<file path="config.mk">
export PLATFORM = sky130hd
export DESIGN_NAME = hp_reg3_fifo
export DESIGN_NICKNAME = d
export VERILOG_FILES = /design/src/rtl/hp_reg3_fifo.sv
export SDC_FILE = /design/constraint.sdc
export NUM_CORES = 1
export LEC_CHECK = 0
export BUFFER_PORTS_ARGS = -buffer_cell sky130_fd_sc_hd__buf_2
export CAP_MARGIN = 15
export CORE_MARGIN = 3
export CORE_UTILIZATION = 25
export CTS_CLUSTER_DIAMETER = 50
export DETAILED_ROUTE_END_ITERATION = 8
export GPL_TIMING_DRIVEN = 0
export SLEW_MARGIN = 15
export SYNTH_ARGS = -nofsm -noshare
export SYNTH_HDL_FRONTEND = slang
export SYNTH_SLANG_ARGS = --single-unit
</file>
<file path="constraint.sdc">
create_clock -name p_clk -period 2.55 [get_ports p_clk]
set_input_delay 0.255 -clock p_clk [delete_from_list [all_inputs] [get_ports p_clk]]
set_output_delay 0.255 -clock p_clk [all_outputs]
set_load 0.01 [all_outputs]
</file>
<file path="src/rtl/hp_reg3_fifo.sv">
// rtl/hp_reg3_fifo.sv - Host-to-parasite two-entry byte buffer for Tube register 3
//
// The host writes bytes, the parasite reads them. The buffer holds one byte or
// two bytes, chosen by the host mode input.
//
// Ports:
//   p_clk            sole clock, rising edge
//   h_rst            synchronous active-high reset
//   h_selectData     host has register 3 data selected
//   h_wr_stb         host write strobe (qualified by h_selectData)
//   h_data           host write byte
//   h_two_byte       mode: 1 = 2-byte buffer, 0 = 1-byte buffer
//   h_nmi_enable     enables the parasite NMI request
//   h_clr_overrun    clears the sticky overrun flag
//   p_selectData     parasite has register 3 data selected
//   p_rd_stb         parasite read strobe (qualified by p_selectData)
//   p_data           head entry, combinational from storage
//   h_not_full       host may write
//   h_overrun        sticky: a host write was dropped
//   p_data_available parasite may read
//   p_nmi            NMI request to the parasite
module hp_reg3_fifo (
    input  logic       p_clk,
    input  logic       h_rst,
    input  logic       h_selectData,
    input  logic       h_wr_stb,
    input  logic [7:0] h_data,
    input  logic       h_two_byte,
    input  logic       h_nmi_enable,
    input  logic       h_clr_overrun,
    input  logic       p_selectData,
    input  logic       p_rd_stb,
    output logic [7:0] p_data,
    output logic       h_not_full,
    output logic       h_overrun,
    output logic       p_data_available,
    output logic       p_nmi
);

    logic [7:0] mem [0:1];
    logic       wr_ptr;
    logic       rd_ptr;
    logic [1:0] count;
    logic       mode_q;
    logic       overrun;

    logic [1:0] cap;
    logic       mode_change;
    logic       wr_req;
    logic       rd_req;
    logic       wr_accept;
    logic       wr_drop;
    logic       rd_accept;

    assign cap         = mode_q ? 2'd2 : 2'd1;
    assign mode_change = (h_two_byte != mode_q);
    assign wr_req      = h_selectData & h_wr_stb;
    assign rd_req      = p_selectData & p_rd_stb;

    // Writes are judged against the pre-cycle count, so a full buffer drops
    // the write even when a read frees a slot in the same cycle. A mode
    // change swallows both strobes.
    assign wr_accept = ~mode_change & wr_req & (count < cap);
    assign wr_drop   = ~mode_change & wr_req & ~(count < cap);
    assign rd_accept = ~mode_change & rd_req & (count != 2'd0);

    always_ff @(posedge p_clk) begin
        if (h_rst) begin
            mem[0]  <= 8'h00;
            mem[1]  <= 8'h00;
            wr_ptr  <= 1'b0;
            rd_ptr  <= 1'b0;
            count   <= 2'd0;
            mode_q  <= h_two_byte;
            overrun <= 1'b0;
        end else begin
            // Set has priority over clear when both occur in one cycle.
            if (wr_drop) begin
                overrun <= 1'b1;
            end else if (h_clr_overrun) begin
                overrun <= 1'b0;
            end

            if (mode_change) begin
                // Flush pointers and count; storage contents are kept.
                mode_q <= h_two_byte;
                wr_ptr <= 1'b0;
                rd_ptr <= 1'b0;
                count  <= 2'd0;
            end else begin
                if (wr_accept) begin
                    mem[wr_ptr] <= h_data;
                    wr_ptr      <= ~wr_ptr;
                end
                if (rd_accept) begin
                    rd_ptr <= ~rd_ptr;
                end
                case ({wr_accept, rd_accept})
                    2'b10:   count <= count + 2'd1;
                    2'b01:   count <= count - 2'd1;
                    default: count <= count;
                endcase
            end
        end
    end

    assign p_data           = mem[rd_ptr];
    assign h_not_full       = (count < cap);
    assign h_overrun        = overrun;
    // In 2-byte mode the parasite is only told once both bytes have arrived.
    assign p_data_available = mode_q ? (count == 2'd2) : (count != 2'd0);
    assign p_nmi            = h_nmi_enable & p_data_available;

endmodule

</file>
# Word level (Yosys, flattened, before mapping)
# Memory sizes are Yosys's and may differ from the RTL's. A register that Yosys moved wholly into a read port is not among the register bits.
# Index checks and enable logic that the tools add are counted.
# op_classes
order_cmp	1
bitwise	12
n_eq_ne	4
mux	18
n_reduce_logical	6
n_addsub	2
# op_table
operator	count
2-to-1 mux 1 bit	15
bitwise AND 1 bit	8
2-to-1 mux 8 bit	1
nonzero test 2 bit	4
OR reduction 8 bit	1
== test 2 bit, second input constant	2
NOT 1 bit	4
case mux 2 bit (2 select lines)	1
adder 2 x 1 -> 2 bit, second input constant	1
== test 2 x 1 -> 1 bit, second input constant	1
less-than comparator 2 bit	1
2-to-1 mux 2 bit	1
OR reduction 2 bit	1
subtractor 2 x 1 -> 2 bit, second input constant	1
!= test 1 bit	1
# word_totals
n_memories	1
regBits	6
output_inout_bits	12
in_bits	17
ramBits	16
# mem_list
memory	depth	width	rd	rd_ports_with_merged_regs	wr	line_no	rtl
mem	2	8	1	1	2	40	logic [7:0] mem [0:1];

# Depth between registers and ports, before layout
# Gate-level depths: netlist (run 1).
# depth
depth_word	10
mapped_depth	9
mapped_depth_nobuf	8

# Least setup slack after synthesis (run 1)
# Ideal clock, no wire load.
# synth_path
path_type	reg2reg
from	register mode_q
to	register count[1]
slack_ns	0.195
period_less_slack_ns	2.355
arrival_time_ns	2.285
setup_time_ns	0.070
path_buffers	1
stages_incl_launch_ff	9
path_cell_list	edfxtp_1 inv_1 ha_1 o21a_1 or4_4 buf_6 ha_1 or3_1 a21oi_1
# synth_between
elab_chain_len	6
word_cells_on_any_way	13
# synth_rtl
item	line_no	rtl
from (decl)	44	logic mode_q;
from (signal assigned)	74	mode_q <= h_two_byte;
from (signal assigned)	86	mode_q <= h_two_byte;
parallel branches: the longest is 6 deep, another holds less-than comparator 2 bit	n/a	
to (signal assigned)	99	2'b10: count <= count + 2'd1;
to (signal assigned)	100	2'b01: count <= count - 2'd1;
to (signal assigned)	101	default: count <= count;
to (decl)	43	logic [1:0] count;
# Parallel ways; which one is timed is not known.
# A chain may end at the register's enable or synchronous reset.

# Final worst setup path (run 1)
# Same ends and word-level chain as after synthesis.

==> results.yml, run 1 <==
timing:
  finalCritPeriodShare_pct: 92.1
  skew_ns: 0.00356
  slew_viol_final: 0
  tightest_slew_ns: 0.487
  relSlewSlack_pct: 67.5
  finalSetupTns_ns: 0
  fmax_mhz: 426
  finalSetupViolCount: 0
  hold_viol: 0
  timing.final.crit_period_ns: 2.35
  whs_ns: 0.209
  rsz0062_at_grt: "no"
critical_path:
  rr_endpoint: "count[1]$_SDFFE_PP0P_"
  cp-endpoint: "count[1]$_SDFFE_PP0P_"
  r2r-start: "mode_q$_DFFE_PP_"
  reg2regPathDepth: 8
  rrSetupSlack_ns: 0.20
  cp.required_ns: 2.75
  path_max_fanout: 10
  crit_start: "mode_q$_DFFE_PP_"
  worstSetupPathType: "reg2reg"
  cp.arrival_ns: 2.55
  startpoint_type: "register"
  crit_path_end_kind: "register"
global_route:
  globalRouteTotalUtil_pct: 8.68
  grt_pass1_wl_microns: 3590
  met1_usage_pct: 10.9
  use_met2_pct: 14.4
  antenna_found_initial: 0
  first_global_vias: 769
  busiest_layer: "met2"
  grt_max_degree: 14
  overflow: 0
  grt_use_met3_pct: 3.03
place:
  hpwlAfterDp_microns: 1650
  place_inst: 173
  io_buffer_count: 28
  routabilityCongestion: 0.752
  placed_area_sq_mm: 0.00133
synth:
  synthFlopType: "edfxtp_1"
  synth_warnings: 0
  yosys.area.top_type: "edfxtp_1"
  syn_avg_cell_area_sq_um: 11.9
  synth_top_cell_area_share_pct: 45.3
  synth_cell_type_count: 25
  synthArstFlopShare_pct: 0
  synth-edff-count: 17
  seq_area_frac_synth_pct: 55.9
  ys_ff_latch: 23
  syn-num-nets: 114
  syn_inst: 95
  synth_area_leaders: "edfxtp_1 (45%), dfxtp_1 (11%), mux2_2 (8.0%), nor3_1 (4.9%), nor3_2 (4.4%)"
  synth_area_sq_mm: 0.00113
finish:
  drive_gt1_share_pct: 41.9
  layoutNonFillerInstCount: 179
  post-route-util_pct: 33.8
  design_area_sq_mm: 0.00141
  area_growth_pct: 25.2
  fill_cells: 432
  nNetsFinal: 149
  layout_common_cells: "buf_2 (28), edfxtp_1 (17), nor3_1 (11), inv_1 (10), mux2_2 (8)"
  antenna_cells: 0
  final_common_cell: "buf_2"
power_and_ir_drop:
  p_clk_share_pct: 30.5
  p_leak_nw: 0.572
  cellPowerDensity_mw_per_mm2: 533
  seq_power_share_pct: 56.1
  ir_drop_mv: 0.258
  combinationalPowerShare_pct: 13.4
  p_int_uw: 570
  p_switching_uw: 181
  p_sw_share_pct: 24.1
clock_tree:
  clock-sinks: 23
  clk_latency_ns: 0.27
  cts.path.max_buffers: 2
  cts.clk_slew.worst_paths_ns: 0.08
  clock-root-buffer: "clkbuf_8"
  cts_tree: "built"
  htreeDepth: 1
  numCtsBuffers: 3
job:
  maxCapViolCount: 0
drt:
  wl_microns: 2240
  drc: 0
  dr_total_vias: 809
  postRouteAntennaNets: 0
  avgRoutedWirePerCell_microns: 12.5
  drtIter0Drc: 55
  drt_first_pass_iters: 4
  vias_per_cell: 4.52
worst_hold_path:
  hold_class: "in2reg"
  min_path_cells: 2
floorplan:
  fp.dieH_microns: 73.2
  ios: 29
  rows: 23
  start_util_pct: 27.0
  dieArea_sq_mm: 0.00535
  core-area_sq_mm: 0.00417
  die_x_microns: 73.2
status:
  outcome: "complete, no violations"
layout make-up:
class | count | area [sq um] | share of cell area, %
tap | 50 | 62.6 | 4.43
multi-input combinational | 56 | 434 | 30.8
buffer | 6 | 45.0 | 3.19
timing repair buffer | 30 | 155 | 11.0
clock inverter | 1 | 5.00 | 0.355
clock buffer | 3 | 41.3 | 2.93
sequential | 23 | 631 | 44.7
inverter | 10 | 37.5 | 2.66
registers in the layout, indices dropped and copies added (netlist names), named ones only:
register and count:
h_overrun 1, wr_ptr 1, rd_ptr 1, mode_q 1, mem 16, count 2
repair_timing:
| action | CTS | global route |
|---|---|---|
| gates resized for setup | 2 | 1 |
| buffers inserted | 0 | 2 |
| hold buffers | 0 | 0 |
| gates cloned | 0 | 0 |
| setup endpoints to repair | 16 | 1 |
worst max-delay path, cell delays in order, from the launching register on:
cell	delay, ns
edfxtp_1	0.44
inv_1	0.08
ha_1	0.22
o21a_1	0.14
or4_4	0.50
buf_6	0.17
ha_4	0.24
or3_1	0.36
a21oi_1	0.14
cell usage after synthesis (all sizes together) (2+ instances only):
cell type  count
nand2b         3
xnor2          2
ha             2
nor2           6
clkbuf         2
o21bai         2
xor2           3
dfxtp          6
a21oi          3
nor3          16
inv           10
buf            4
edfxtp        17
mux2           8
or3            3
kinds of logic (layout without fill, tap and decap cells):
group,Yosys count,after routing,synth area share (%)
xor+xnor,5,5,3.89
mux,9,9,8.88
flops,23,23,55.9
fa+ha+maj,2,2,2.22
compound gates,9,9,5.22
buf+inv,16,50,7.33
simple gates,31,31,16.5
power groups by stage:
stage                     combinational (mW)  sequential, mW  clock [mW]
after floorplan                       0.0586           0.430           0
after global placement                0.0930           0.431           0
after detailed placement              0.0948           0.432           0
after CTS                             0.0967           0.423       0.232
after global routing                   0.112           0.424       0.249
final                                  0.100           0.422       0.229
per-layer routing:
metal  routed length, microns  up-vias
met5                        0        -
met4                       25        0
met3                      161        5
met2                     1030       29
met1                     1020      377
li1                         -      398
how the worst min path moves through the flow:
stage / start / endpoint / slack (ns)
6_report: h_rst / h_overrun$_SDFFE_PP0P_ / 0.21
5_1_grt: h_two_byte / mode_q$_DFFE_PP_ / 0.21
4_1_cts: h_two_byte / mode_q$_DFFE_PP_ / 0.21
3_5_place_dp: h_overrun$_SDFFE_PP0P_ / h_overrun$_SDFFE_PP0P_ / 0.47
3_3_place_gp: h_overrun$_SDFFE_PP0P_ / h_overrun$_SDFFE_PP0P_ / 0.46
2_1_floorplan: h_rst / h_overrun$_SDFFE_PP0P_ / 0.32
through the flow:
| step | power [mW] | setup slack [ns] |
|---|---|---|
| 2_1_floorplan | 0.488 | 0.195 |
| 3_3_place_gp | 0.524 | -0.0496 |
| 3_5_place_dp | 0.526 | -0.0891 |
| 4_1_cts | 0.752 | 0.0533 |
| 5_1_grt | 0.785 | 0.0944 |
| 6_report | 0.752 | 0.201 |
No activity file was read; power rests on OpenSTA's default activity.
==> run 2: changes to the inputs <==
Settings changed: CORE_UTILIZATION 25 to 51, PLACE_DENSITY set to 0.77.
==> run 2 against run 1 <==
Fmax is 4.8% lower. Via count is 3.7% lower. Die area is 47% lower. Setup slack worse by 0.12 ns. First-iteration DRC count is 71% lower. Clock-buffer cell count is 1 higher. Worst hold slack worse by 0.042 ns. Highest routed layer unchanged. Critical path type unchanged. Sequential cell count stayed put. Largest cell class unchanged. Clock skew hardly changed.
==> results.yml, run 2 (synthesis gave the netlist of run 1 again) <==
floorplan:
  rows: 16
  start_util_pct: 55.8
  core-area_sq_mm: 0.00202
  ios: 29
  dieArea_sq_mm: 0.00281
  die_x_microns: 53.0
  fp.dieH_microns: 53.0
clock_tree:
  cts_tree: "built"
  clock-root-buffer: "clkbuf_4"
  cts.path.max_buffers: 2
  htreeDepth: 1
  numCtsBuffers: 3
  clk_latency_ns: 0.30
  cts.clk_slew.worst_paths_ns: 0.12
  clock-sinks: 23
  cts-hold-fix-buffers: 0
status:
  outcome: "complete, no violations"
finish:
  drive_gt1_share_pct: 40.3
  layout_common_cells: "buf_2 (28), edfxtp_1 (17), nor3_1 (11), inv_1 (10), mux2_2 (8)"
  antenna_cells: 0
  post-route-util_pct: 66.8
  reg.largest.list: "mem: 16 flops, count: 2 flops"
  nNetsFinal: 149
  area_growth_pct: 19.8
  largest_register_ffs: 16
  layoutNonFillerInstCount: 156
  final_common_cell: "buf_2"
  largest_register: "mem"
place:
  routabilityCongestion: 0.683
  pre_cts_ws_ns: -0.0643
  hpwlAfterDp_microns: 1460
  place_inst: 150
  io_buffer_count: 28
drt:
  drc: 0
  postRouteAntennaNets: 0
  dr_total_vias: 779
  avgRoutedWirePerCell_microns: 12.8
  vias_per_cell: 4.99
  drtIter0Drc: 16
  wl_microns: 2000
  drt_first_pass_iters: 4
timing:
  worst_slack_ns: 0.0830
  finalCritPeriodShare_pct: 96.7
  timing.final.crit_period_ns: 2.47
  finalSetupViolCount: 0
  skew_ns: 0.00383
  finalSetupTns_ns: 0
  tightest_slew_ns: 0.496
  relSlewSlack_pct: 66.9
  hold_viol: 0
  fmax_mhz: 405
  slew_viol_final: 0
critical_path:
  cp.required_ns: 2.79
  worst-path-buf-inv: 2
  cp.arrival_ns: 2.71
  reg2regPathDepth: 8
  slowest_delay_ns: 0.50
  path_delay_family: "simple AND/OR/NAND/NOR gates"
  crit_path_end_kind: "register"
  cp_common_cell: "ha_1"
  path_depth: 8
  rrSetupSlack_ns: 0.08
  crit_slowest_cell: "or4_4"
  startpoint_type: "register"
  crit_chain: "inv_1, ha_1, o21a_1, or4_4, buf_6, ha_1, or3_1, a21oi_1"
  r2r-start: "mode_q$_DFFE_PP_"
  cp-endpoint: "count[1]$_SDFFE_PP0P_"
  rr_endpoint: "count[1]$_SDFFE_PP0P_"
  crit_start: "mode_q$_DFFE_PP_"
  path_max_fanout: 10
  worstSetupPathType: "reg2reg"
power_and_ir_drop:
  ir_drop_mv: 0.317
  cellPowerDensity_mw_per_mm2: 506
  p_leak_nw: 0.561
global_route:
  grt_max_degree: 13
  first_global_vias: 742
  overflow: 0
  globalRouteTotalUtil_pct: 16.4
  grt_pass1_wl_microns: 3270
  antenna_found_initial: 0
worst_hold_path:
  hold_class: "in2reg"
job:
  maxCapViolCount: 0
==> run 2: cell count changes in the layout (fill, tap and decap cells not counted), sizes merged <==
cell and delta:
clkbuf +1, clkinv -1
==> run 2: final cells by class <==
type	instances	area, sq um
clock buffers	4	26.3
flip-flops and latches	23	631
plain buffers	6	45.0
fillers	166	672
inverters	10	37.5
well taps	27	33.8
repair buffers	30	155
multi-input cells	56	422
==> run 2: timing repair <==
item	CTS	global route
setup endpoints to repair	16	1
buffers inserted	0	2
gates resized for setup	2	0
pin swaps	0	0
==> run 2: how the worst min path moves through the flow <==
stage                                 from                endpoint  slack [ns]  depth (start not counted)
floorplan                            h_rst  h_overrun$_SDFFE_PP0P_        0.32                          1
global placement    h_overrun$_SDFFE_PP0P_  h_overrun$_SDFFE_PP0P_        0.46                          2
detailed placement  h_overrun$_SDFFE_PP0P_  h_overrun$_SDFFE_PP0P_        0.47                          2
CTS                                  h_rst  h_overrun$_SDFFE_PP0P_        0.15                          2
global route                    h_two_byte        mode_q$_DFFE_PP_        0.17                          1
finish                               h_rst  h_overrun$_SDFFE_PP0P_        0.17                          2
==> run 2: per-layer routing <==
layer  global-route usage, %  wire [microns]  up-vias  share of wire, %
li1                        -               -      402                 -
met1                    19.3             811      351                41
met2                    29.8            1070       24                53
met3                    1.97             106        2               5.3
met4                    6.38              12        0              0.60
met5                       0               0        -                 0
==> run 2: power breakdown <==
group / switching, mW / internal [mW]
clock network: 0.102 / 0.0609
logic: 0.0538 / 0.0437
registers: 0.00552 / 0.417
total: 0.161 / 0.521
==> run 2: stage by stage <==
| step | total power [mW] | instance area (sq um) | hold WS, ns |
|---|---|---|---|
| finish | 0.683 | 1350 | 0.167 |
| global route | 0.721 | 1350 | 0.169 |
| CTS | 0.687 | 1340 | 0.153 |
| detailed placement | 0.525 | 1300 | 0.473 |
| global placement | 0.521 | 1300 | 0.462 |
| floorplan | 0.488 | 1130 | 0.324 |
==> run 3: changes to the inputs <==
Settings changed: BUFFER_PORTS_ARGS -buffer_cell sky130_fd_sc_hd__buf_2 to not set, CORE_UTILIZATION 51 to 55, DONT_BUFFER_PORTS set to 1, PLACE_DENSITY 0.77 to 0.7.
==> run 3 against run 2 <==
Die area decreased by 6.5%. Largest cell class unchanged. Non-clock buffer count decreased by 27. Combinational power decreased by 19%. Power decreased by 2.4%. Sequential power about the same.
==> results.yml, run 3 (synthesis gave the netlist of run 1 again) <==
power_and_ir_drop:
  ir_drop_mv: 0.365
  p_switching_uw: 160
  p_clk_share_pct: 24.8
  seq_power_share_pct: 63.4
  cellPowerDensity_mw_per_mm2: 541
  p_leak_nw: 0.449
  combinationalPowerShare_pct: 11.8
  power_uw: 666
  p_int_uw: 506
  p_sw_share_pct: 24.0
critical_path:
  cp.required_ns: 2.80
  path_max_fanout: 10
  cp.arrival_ns: 2.64
  crit_path_end_kind: "register"
  startpoint_type: "register"
  worstSetupPathType: "reg2reg"
global_route:
  met1_usage_pct: 18.0
  grt_max_degree: 14
  overflow: 0
  globalRouteTotalUtil_pct: 17.1
  busiest_layer: "met2"
  grt_pass1_wl_microns: 3310
  first_global_vias: 769
  use_met2_pct: 32.6
  antenna_found_initial: 0
  grt_use_met3_pct: 3.79
finish:
  final_common_cell: "edfxtp_1"
  largest_register_ffs: 16
  drive_gt1_share_pct: 25.5
  antenna_cells: 0
  area_growth_pct: 9.21
  nNetsFinal: 122
  reg.largest.list: "mem: 16 flops, count: 2 flops"
  largest_register: "mem"
  layout_common_cells: "edfxtp_1 (17), nor3_1 (11), inv_1 (10), mux2_2 (8)"
timing:
  fmax_mhz: 419
  rsz0062_at_grt: "no"
  finalSetupTns_ns: 0
  hold_viol: 0
  worst_slack_ns: 0.161
  tightest_slew_ns: 0.474
  slew_viol_final: 0
  skew_ns: 0.00102
  finalCritPeriodShare_pct: 93.7
  timing.final.crit_period_ns: 2.39
  finalSetupViolCount: 0
  relSlewSlack_pct: 68.4
drt:
  dr_total_vias: 709
  wl_microns: 1920
  postRouteAntennaNets: 0
  drc: 0
  drt_first_pass_iters: 3
  vias_per_cell: 5.58
  avgRoutedWirePerCell_microns: 15.1
  drtIter0Drc: 4
place:
  routabilityCongestion: 0.725
  pre_cts_ws_ns: -0.0236
  io_buffer_count: 0
  hpwlAfterDp_microns: 1370
floorplan:
  start_util_pct: 61.9
  dieArea_sq_mm: 0.00263
  fp.dieH_microns: 51.3
  die_x_microns: 51.3
  core-area_sq_mm: 0.00182
  rows: 15
  ios: 29
clock_tree:
  cts_tree: "built"
  clk_latency_ns: 0.31
  clock-sinks: 23
  clock-root-buffer: "clkbuf_4"
  htreeDepth: 1
  numCtsBuffers: 3
  cts.path.max_buffers: 2
  cts.clk_slew.worst_paths_ns: 0.12
status:
  outcome: "complete, no violations"
job:
  maxCapViolCount: 0
worst_hold_path:
  hold_class: "in2reg"
-- run 3: cell types whose count changed in the layout (fill, tap and decap cells not counted) --
cell           previous run  this run
ha_1                      2         1
clkinv_2                  0         1
ha_4                      0         1
dlygate4sd3_1             0         1
clkbuf_1                  3         2
buf_2                    28         0
-- run 3: per-stage QoR --
stage / util, % / cell area [sq um] / std cells / hold slack, ns
floorplan: - / 1130 / 95 / 0.324
global placement: 63.6 / 1160 / 120 / 0.326
detailed placement: 63.6 / 1160 / 120 / 0.332
CTS: 65.6 / 1190 / 124 / 0.00135
global route: 67.6 / 1230 / 127 / 0.0144
finish: 67.6 / 1230 / 127 / 0.0330
-- run 3: final timing paths --
check,startpoint,to,slack (ns),cells past startpoint
min reg2reg,rd_ptr$_SDFFE_PP0P_,register,0.53,2
min,h_two_byte,mode_q$_DFFE_PP_,0.03,0
max,mode_q$_DFFE_PP_,count[1]$_SDFFE_PP0P_,0.16,8
max reg2reg,mode_q$_DFFE_PP_,count[1]$_SDFFE_PP0P_,0.16,8
-- run 3: power groups by stage --
stage | Combinational, mW | Clock (mW) | Sequential, mW
detailed placement | 0.0709 | 0 | 0.432
CTS | 0.0726 | 0.166 | 0.423
global route | 0.0880 | 0.184 | 0.425
finish | 0.0786 | 0.165 | 0.423
global placement | 0.0695 | 0 | 0.431
floorplan | 0.0586 | 0 | 0.430
-- run 3: worst max-delay path, stage by stage, from the launching register on --
cell      delay, ns
edfxtp_1       0.47
inv_1          0.09
ha_1           0.22
o21a_1         0.13
or4_4          0.50
buf_6          0.17
ha_4           0.25
or3_1          0.36
a21oi_1        0.15
-- run 3: layer usage --
| layer | share of wire (%) | up-vias |
|---|---|---|
| met2 | 55 | 23 |
| met5 | 0 | - |
| met4 | 1.3 | 0 |
| met3 | 5.3 | 4 |
| met1 | 38 | 334 |
| li1 | - | 348 |
-- run 3: area by class of cell --
type | count | area [sq um]
Inverter | 10 | 37.5
Multi-Input combinational cell | 56 | 434
Tap cell | 25 | 31.3
Timing Repair Buffer | 3 | 25.0
Sequential cell | 23 | 631
Buffer | 6 | 45.0
Clock buffer | 3 | 22.5
Fill cell | 145 | 589
Clock inverter | 1 | 5.00
-- run 3: repair_timing --
action | CTS | global route
pin swaps | 0 | 0
gates resized for setup | 2 | 1
hold buffers | 0 | 1
hold endpoints to repair | 0 | 1
setup buffers | 0 | 2
endpoints found under the setup margin | 11 | 1
